<file path="config.mk">
export PLATFORM = sky130hd
export DESIGN_NAME = fb_write_arbiter_flat
export DESIGN_NICKNAME = d
export VERILOG_FILES = /design/src/rtl/fb_write_arbiter_if.sv /design/src/rtl/fb_write_arbiter.sv /design/src/flat_wrapper.sv
export SDC_FILE = /design/constraint.sdc
export NUM_CORES = 1
export LEC_CHECK = 0
export BUFFER_PORTS_ARGS = -buffer_cell sky130_fd_sc_hd__buf_2
export CAP_MARGIN = 20
export CELL_PAD_IN_SITES_DETAIL_PLACEMENT = 1
export CELL_PAD_IN_SITES_GLOBAL_PLACEMENT = 1
export CORE_MARGIN = 1.5
export CORE_UTILIZATION = 25
export DETAILED_ROUTE_END_ITERATION = 10
export GPL_ROUTABILITY_DRIVEN = 1
export GPL_TIMING_DRIVEN = 0
export PLACE_DENSITY = 0.55
export SLEW_MARGIN = 20
export SYNTH_ARGS = -nofsm -noshare
export SYNTH_HDL_FRONTEND = slang
export SYNTH_SLANG_ARGS = --single-unit
</file>
<file path="constraint.sdc">
create_clock -name vgaclk -period 2.01 [get_ports vgaclk]
set_input_delay 0.1005 -clock vgaclk [delete_from_list [all_inputs] [get_ports vgaclk]]
set_output_delay 0.1005 -clock vgaclk [all_outputs]
set_load 0.02 [all_outputs]
</file>
<file path="src/rtl/fb_write_arbiter_if.sv">
// Frame-buffer write arbiter bus: two write requesters, swap handshake and the
// registered ping-pong buffer write port. master = requester side, slave = arbiter.
interface fb_write_arbiter_if #(
    parameter int ADDR_W = 10,
    parameter int DATA_W = 8
);
    logic              frameStart;
    logic              req0;
    logic [ADDR_W-1:0] addr0;
    logic [DATA_W-1:0] data0;
    logic              gnt0;
    logic              req1;
    logic [ADDR_W-1:0] addr1;
    logic [DATA_W-1:0] data1;
    logic              gnt1;
    logic              swap_req;
    logic              swap_ack;
    logic              we;
    logic [ADDR_W-1:0] wrAddr;
    logic [DATA_W-1:0] wrData;
    logic              swap;
    logic              addr_err;
    logic [15:0]       frame_writes;

    modport master (
        output frameStart, req0, addr0, data0, req1, addr1, data1, swap_req,
        input  gnt0, gnt1, swap_ack, we, wrAddr, wrData, swap, addr_err, frame_writes
    );

    modport slave (
        input  frameStart, req0, addr0, data0, req1, addr1, data1, swap_req,
        output gnt0, gnt1, swap_ack, we, wrAddr, wrData, swap, addr_err, frame_writes
    );
endinterface

</file>
<file path="src/rtl/fb_write_arbiter.sv">
// Two-requester frame-buffer write arbiter with frame-synchronous ping-pong swap.
// Define FB_ARB_FIXED_PRIO_EN for fixed priority (requester 0 wins) instead of round-robin.
module fb_write_arbiter #(
    parameter int ADDR_W = 10,
    parameter int DATA_W = 8,
    parameter int DEPTH  = 768
) (
    input logic              vgaclk,
    input logic              rst,
    fb_write_arbiter_if.slave bus
);
    typedef enum logic [1:0] {IDLE, ARMED, SWAP, ACK} state_t;

    state_t            state_q, state_d;
    logic              gnt0, gnt1, gnt_any, in_range;
    logic [ADDR_W-1:0] sel_addr;
    logic [DATA_W-1:0] sel_data;
    logic              we_q, we_d;
    logic [ADDR_W-1:0] wr_addr_q, wr_addr_d;
    logic [DATA_W-1:0] wr_data_q, wr_data_d;
    logic              addr_err_q, addr_err_d;
    logic [15:0]       wcnt_q, wcnt_d, wcnt_inc;
    logic [15:0]       frame_writes_q, frame_writes_d;

`ifndef FB_ARB_FIXED_PRIO_EN
    // Set when requester 1 should win the next tie.
    logic prio1_q, prio1_d;
`endif

    always_comb begin
        state_d = state_q;
        gnt0    = 1'b0;
        gnt1    = 1'b0;
        case (state_q)
            IDLE:    if (bus.swap_req)   state_d = ARMED;
            ARMED:   if (bus.frameStart) state_d = SWAP;
            SWAP:    state_d = ACK;
            ACK:     state_d = IDLE;
            default: state_d = IDLE;
        endcase
        // No grants during reset or the swap cycle, so nothing lands on the new buffer early.
        if (!rst && state_q != SWAP) begin
`ifdef FB_ARB_FIXED_PRIO_EN
            gnt0 = bus.req0;
            gnt1 = bus.req1 && !bus.req0;
`else
            gnt0 = bus.req0 && (!bus.req1 || !prio1_q);
            gnt1 = bus.req1 && (!bus.req0 || prio1_q);
`endif
        end
    end

`ifndef FB_ARB_FIXED_PRIO_EN
    always_comb begin
        prio1_d = prio1_q;
        if (gnt0)      prio1_d = 1'b1;
        else if (gnt1) prio1_d = 1'b0;
    end

    always_ff @(posedge vgaclk) begin
        if (rst) prio1_q <= 1'b0;
        else     prio1_q <= prio1_d;
    end
`endif

    always_comb begin
        gnt_any  = gnt0 || gnt1;
        sel_addr = gnt1 ? bus.addr1 : bus.addr0;
        sel_data = gnt1 ? bus.data1 : bus.data0;
        in_range = 32'(sel_addr) < 32'(DEPTH);

        we_d       = gnt_any && in_range;
        wr_addr_d  = wr_addr_q;
        wr_data_d  = wr_data_q;
        addr_err_d = addr_err_q || (gnt_any && !in_range);
        if (gnt_any && in_range) begin
            wr_addr_d = sel_addr;
            wr_data_d = sel_data;
        end

        // A write on we this cycle is committed now, including during SWAP.
        wcnt_inc       = (we_q && wcnt_q != 16'hFFFF) ? wcnt_q + 16'd1 : wcnt_q;
        wcnt_d         = wcnt_inc;
        frame_writes_d = frame_writes_q;
        if (state_q == SWAP) begin
            frame_writes_d = wcnt_inc;
            wcnt_d         = 16'd0;
        end
    end

    always_ff @(posedge vgaclk) begin
        if (rst) begin
            state_q        <= IDLE;
            we_q           <= 1'b0;
            wr_addr_q      <= '0;
            wr_data_q      <= '0;
            addr_err_q     <= 1'b0;
            wcnt_q         <= 16'd0;
            frame_writes_q <= 16'd0;
        end else begin
            state_q        <= state_d;
            we_q           <= we_d;
            wr_addr_q      <= wr_addr_d;
            wr_data_q      <= wr_data_d;
            addr_err_q     <= addr_err_d;
            wcnt_q         <= wcnt_d;
            frame_writes_q <= frame_writes_d;
        end
    end

    assign bus.gnt0         = gnt0;
    assign bus.gnt1         = gnt1;
    assign bus.we           = we_q;
    assign bus.wrAddr       = wr_addr_q;
    assign bus.wrData       = wr_data_q;
    assign bus.swap         = (state_q == SWAP);
    assign bus.swap_ack     = (state_q == ACK);
    assign bus.addr_err     = addr_err_q;
    assign bus.frame_writes = frame_writes_q;
endmodule

</file>
<file path="src/flat_wrapper.sv">
// flat-port wrapper written by rule: the top's interface ports become plain ports
module fb_write_arbiter_flat 
#(
    parameter int ADDR_W = 10,
    parameter int DATA_W = 8,
    parameter int DEPTH  = 768
)
  (vgaclk, rst, bus_frameStart, bus_req0, bus_addr0, bus_data0, bus_req1, bus_addr1, bus_data1, bus_swap_req, bus_gnt0, bus_gnt1, bus_swap_ack, bus_we, bus_wrAddr, bus_wrData, bus_swap, bus_addr_err, bus_frame_writes);
  fb_write_arbiter_if #(.ADDR_W(ADDR_W), .DATA_W(DATA_W)) bus_i ();
  input logic vgaclk;
  input logic rst;
  input wire logic [$bits(bus_i.frameStart)-1:0] bus_frameStart;
  input wire logic [$bits(bus_i.req0)-1:0] bus_req0;
  input wire logic [$bits(bus_i.addr0)-1:0] bus_addr0;
  input wire logic [$bits(bus_i.data0)-1:0] bus_data0;
  input wire logic [$bits(bus_i.req1)-1:0] bus_req1;
  input wire logic [$bits(bus_i.addr1)-1:0] bus_addr1;
  input wire logic [$bits(bus_i.data1)-1:0] bus_data1;
  input wire logic [$bits(bus_i.swap_req)-1:0] bus_swap_req;
  output wire logic [$bits(bus_i.gnt0)-1:0] bus_gnt0;
  output wire logic [$bits(bus_i.gnt1)-1:0] bus_gnt1;
  output wire logic [$bits(bus_i.swap_ack)-1:0] bus_swap_ack;
  output wire logic [$bits(bus_i.we)-1:0] bus_we;
  output wire logic [$bits(bus_i.wrAddr)-1:0] bus_wrAddr;
  output wire logic [$bits(bus_i.wrData)-1:0] bus_wrData;
  output wire logic [$bits(bus_i.swap)-1:0] bus_swap;
  output wire logic [$bits(bus_i.addr_err)-1:0] bus_addr_err;
  output wire logic [$bits(bus_i.frame_writes)-1:0] bus_frame_writes;
  assign bus_i.frameStart = bus_frameStart;
  assign bus_i.req0 = bus_req0;
  assign bus_i.addr0 = bus_addr0;
  assign bus_i.data0 = bus_data0;
  assign bus_i.req1 = bus_req1;
  assign bus_i.addr1 = bus_addr1;
  assign bus_i.data1 = bus_data1;
  assign bus_i.swap_req = bus_swap_req;
  assign bus_gnt0 = bus_i.gnt0;
  assign bus_gnt1 = bus_i.gnt1;
  assign bus_swap_ack = bus_i.swap_ack;
  assign bus_we = bus_i.we;
  assign bus_wrAddr = bus_i.wrAddr;
  assign bus_wrData = bus_i.wrData;
  assign bus_swap = bus_i.swap;
  assign bus_addr_err = bus_i.addr_err;
  assign bus_frame_writes = bus_i.frame_writes;
  fb_write_arbiter #(.ADDR_W(ADDR_W), .DATA_W(DATA_W), .DEPTH(DEPTH)) u_core (.vgaclk(vgaclk), .rst(rst), .bus(bus_i));
endmodule
</file>
# [Word level (Yosys, flattened, before mapping)]
# Cells that the tools add are included.
[word_totals] register_bits=55 output_inout_bits=40 word_cells=46
[classes] n_addsub=1 order_cmp=1 eq_ne=7 mux=10 reduce_logical=19
[op_table] cell="adder 16 x 1 -> 16 bit, second input constant" count=1
[op_table] cell="two-way mux 16 bit" count=1
[op_table] cell="!= test 16 bit, second input constant" count=1
[op_table] cell="less-than comparator 10 bit, second input constant" count=1
[op_table] cell="two-way mux 10 bit" count=1
[op_table] cell="two-way mux 8 bit" count=1
[op_table] cell="one-hot mux 2 bit (4 select lines)" count=1
[op_table] cell="logical AND 1 bit" count=6
[op_table] cell="!= test 2 bit, second input constant" count=3
[op_table] cell="zero test 1 bit" count=5
[op_table] cell="equality test 2 bit, second input constant" count=2
[op_table] cell="logical OR 1 bit" count=4
[op_table] cell="two-way mux 1 bit" count=4
[op_table] cell="two-way mux 2 bit" count=2
[op_table] cell="equality test 2 x 1 -> 1 bit, second input constant" count=1
[op_table] cell="zero test 2 bit" count=1
[op_table] cell="AND reduction 2 bit" count=1
[op_table] cell="nonzero test 2 bit" count=1
[op_table] cell="OR reduction 2 bit" count=1

# [Depth between registers and ports, before layout]
[logic_depth] ltp_word=9 ltp_mapped=9 depth_no_buf=6

# [Worst setup path after synthesis]
# OpenSTA, ideal clock, no wires.
[synth_timing] path_kind="flip-flop to flip-flop" startpoint="register u_core.state_q[0]" endpoint="register u_core.wr_data_q[1] (netlist: u_core.bus.wrData[1])" arrival_ns=2.251 required_ns=1.930 setup_slack_ns=-0.321 path_stages_with_launch=10 cell_sequence="dfxtp_1 -> inv_1 -> ha_1 -> or2_4 -> or4_4 -> buf_6 -> and3_1 -> buf_6 -> buf_6 -> a211oi_2"
[synth_via] elab_chain_cells=6 elab_cells_between_ends=9 classes_between="order compare (1); eq/ne (1); mux (4); reduce/logical (3)"
[synth_rtl] element="start: declaration" line_no="fb_write_arbiter.sv:14" rtl="state_t state_q, state_d;"
[synth_rtl] element="start signal: assignment" line_no="fb_write_arbiter.sv:101" rtl="state_q <= state_d;"
[synth_rtl] element="!= test 2 bit (*)" line_no="fb_write_arbiter.sv:42" rtl="if (!rst && state_q != SWAP) begin"
[synth_rtl] element="logical AND 1 bit (*)" line_no="fb_write_arbiter.sv:42"
[synth_rtl] element="two-way mux 1 bit" line_no="fb_write_arbiter.sv:42"
[synth_rtl] element="two-way mux 10 bit" line_no="fb_write_arbiter.sv:68" rtl="sel_addr = gnt1 ? bus.addr1 : bus.addr0;"
[synth_rtl] element="less-than comparator 10 bit" line_no="fb_write_arbiter.sv:70" rtl="in_range = 32'(sel_addr) < 32'(DEPTH);"
[synth_rtl] element="logical AND 1 bit" line_no="fb_write_arbiter.sv:76" rtl="if (gnt_any && in_range) begin"
[synth_rtl] element="end signal: assignment" line_no="fb_write_arbiter.sv:104" rtl="wr_data_q <= wr_data_d;"
[synth_rtl] element="end: declaration" line_no="fb_write_arbiter.sv:20" rtl="logic [DATA_W-1:0] wr_data_q, wr_data_d;"
# Mark *: on every way between the ends. The rest lies on a longest branch, timed or not.
# A chain may end at the register's enable or synchronous reset.

# [Worst setup path after layout]
[layout_timing] startpoint="register u_core.state_q[0]" endpoint="register u_core.wr_data_q[4] (netlist: u_core.bus.wrData[4])"
# The elaborated chain is that of the path after synthesis.

==> impl_metrics.tcl <==
set metrics [dict create \
    r2r_end "u_core.bus.wrData[4]" \
    cts_tree "done" \
    vias 2758 \
    min_path_type "in -> reg" \
    power_mw 3.43 \
    r2r_cells 8 \
    routed_wirelength_um 8740 \
    cts_root_buf "clkbuf_8" \
    finClkSkew_ps 12.6 \
    hold_viol_final 0 \
    grt_setup_unrepaired "true" \
    antenna_found_initial 0 \
    placementRows 37 \
    io_pins 82 \
    antenna_cells 0 \
    syn_area_mm2 0.00270 \
    grt_start_max_net_pins 19 \
    pre_cts_ws_ps -452 \
    multi_input_area_mm2 0.00153 \
    ir_drop_mv 0.360 \
    portBuffers 81 \
    post-route-period-util 0.995 \
    drc 0 \
    dieArea_mm2 0.0114 \
    clockBufferDepth 2 \
    drtIter0Drc 70 \
    setup_viol 0 \
    worst_pin_slew_ps 662 \
    area_delta_synth_final_pct 35.3 \
    dp_hpwl_um 6320 \
    crit_fanout 9 \
    viasPerCell 5.06 \
    gr-total-overflow 0 \
    track_usage 0.152 \
    clock_latency_ps 320 \
    drive_gt1_frac 0.377 \
    async_flop_share 0 \
    start_util 0.259 \
    seq_area_mm2 0.00111 \
    drv_slew 0 \
    holdPathStages 3 \
    nets 455 \
    path_clk_slew_ps 120 \
    relSlewSlack 0.559 \
    clkSinkCount 55 \
    yosys.cell_count.top_type "dfxtp_1" \
    synthFlopType "dfxtp_1" \
    drt_pass1_iterations 4 \
    cp-end-kind "register" \
    ys_top_cells_by_count "dfxtp_1 (55), nor2_1 (23), a31oi_1 (18), mux2i_1 (18)" \
    arrival_ps 2250 \
    yosysSeqAreaShare 0.408 \
    gp_congestion 0.764 \
    synth_nets 350 \
    grt_pass1_vias 2642 \
    synth-seq-cells 55 \
    synth_top_area_cell "dfxtp_1" \
    htreeDepth 2 \
    coreArea_mm2 0.0104 \
    synth_area_leaders "dfxtp_1 (41%), mux2i_1 (6.7%), a311oi_1 (4.5%)" \
    p_per_area_mw_per_mm2 941 \
    fmax_mhz 500 \
    setup.worst_path.start_class "register" \
    r2r_start "u_core.state_q[0]" \
    fill_cells 1294 \
    synth.yosys.warnings 0 \
    ant_nets 0 \
    synthCells 303 \
    postPlaceCellArea_mm2 0.00329 \
    die_w_um 107 \
    status "complete, no violations" \
    numCtsBuffers 5 \
    leakage_nw 1.50 \
    layout_min_cycle_time_ps 2000 \
    syn_avg_cell_area_um2 8.90 \
    die_h_um 107 \
    max_cap_violations 0 \
    r2r_slack_ps 10 \
    ys_types 39 \
    worstPathRequired_ps 2260 \
    routedWlPerCell_um 16.0 \
    grt_first_pass_wirelength_um 13700 \
    hold_end "u_core.bus.wrAddr[7]" \
    netlist.area_leader.share 0.408 \
    postLayoutCellArea_mm2 0.00365 \
    worst_slack_ps 9.76 \
    crit_type "reg -> reg" \
    synth_edf_count 0 \
    worstHoldStart "bus_addr1[7]" \
    utilization 0.350 \
]
-- per-layer routing --
metal | part of all wire | vias to the layer above | GRT usage | wire length, um
li1 | - | 1364 | - | -
met1 | 0.48 | 1318 | 0.202 | 4220
met2 | 0.46 | 70 | 0.255 | 4030
met3 | 0.046 | 6 | 0.0261 | 398
met4 | 0.010 | 0 | 0.0390 | 91
met5 | 0 | - | 0 | 0
-- critical path, stage by stage, from the launching register on --
cell	delay (ps)
dfxtp_2	350
inv_2	50
ha_4	170
or2_4	260
or4_4	450
and3_4	190
buf_8	140
clkbuf_16	160
a211oi_2	160
-- state kept, by name, indices dropped and copies added (netlist names) --
signal and flops:
u_core.state_q 2, u_core.prio1_q 1, u_core.bus.wrAddr 10, u_core.bus.frame_writes 16, u_core.bus.wrData 8, u_core.bus.we 1, u_core.bus.addr_err 1, u_core.wcnt_q 16
-- repair_timing --
item                       4_1_cts  5_1_grt
hold buffers                     0        0
pin swaps                        2        7
setup buffers                    8       10
setup endpoints to repair       51       42
gates resized for setup         18       21
cloned                           0        2
-- power breakdown --
part / leakage (nW) / internal (mW) / switching, mW
Combinational: 1.01 / 0.552 / 0.825
Sequential: 0.451 / 1.28 / 0.120
Clock: 0.0408 / 0.251 / 0.407
Total: 1.50 / 2.08 / 1.35
-- per-stage QoR --
stage | hold WS [ps] | TNS, ps | std cells
2_1_floorplan | 297 | -45.3 | 303
3_3_place_gp | 432 | -7960 | 520
3_5_place_dp | 434 | -8780 | 520
4_1_cts | 106 | -975 | 534
5_1_grt | 108 | -387 | 545
6_report | 117 | 0 | 545
-- cells by family (layout without fill, tap and decap cells) --
group,count (synthesis),in the layout,share of synthesized area
compound gates,89,89,0.245
buf+inv,36,142,0.0603
flops,55,55,0.408
simple gates,100,100,0.197
fa+ha+maj,5,5,0.0232
mux,18,18,0.0668
-- worst max-delay path by stage --
stage	slack, ps	endpoint	start
after global routing	-60	u_core.bus.wrAddr[7]	u_core.state_q[0]
after CTS	-120	u_core.bus.wrData[7]	u_core.state_q[0]
after global placement	-420	u_core.bus.wrData[5]	u_core.state_q[0]
after floorplan	-5	u_core.bus.wrData[1]	u_core.state_q[0]
after detailed placement	-450	u_core.bus.wrData[7]	u_core.state_q[0]
final	10	u_core.bus.wrData[4]	u_core.state_q[0]
-- final cells by class --
class	instances	share of cell area
Timing Repair Buffer	101	0.156
Clock buffer	5	0.0189
Multi-Input combinational cell	212	0.418
Tap cell	136	0.0467
Inverter	12	0.0123
Sequential cell	55	0.305
Buffer	21	0.0360
Clock inverter	3	0.00652
-- cells in the final DEF (no fill, tap or decap), drive strengths merged --
cell type  count
nor3           9
nand2         16
o32ai          1
a311oi        14
ha             5
or4            7
nor4           5
nand2b         4
nor2b          2
nand4         10
a41oi          2
dfxtp         55
mux2i         18
and2           1
buf          106
or2            4
and4           2
inv           13
a21oi         16
nand3          8
o311a          1
o31ai          8
nor2          23
a211oi        16
nand3b         2
o311ai         1
a31oi         18
clkinvlp       2
clkbuf        21
or3            3
a211o          1
and3           3
o21ai         10
nor3b          1
a21o           1
(Power assumes the default switching activity.)
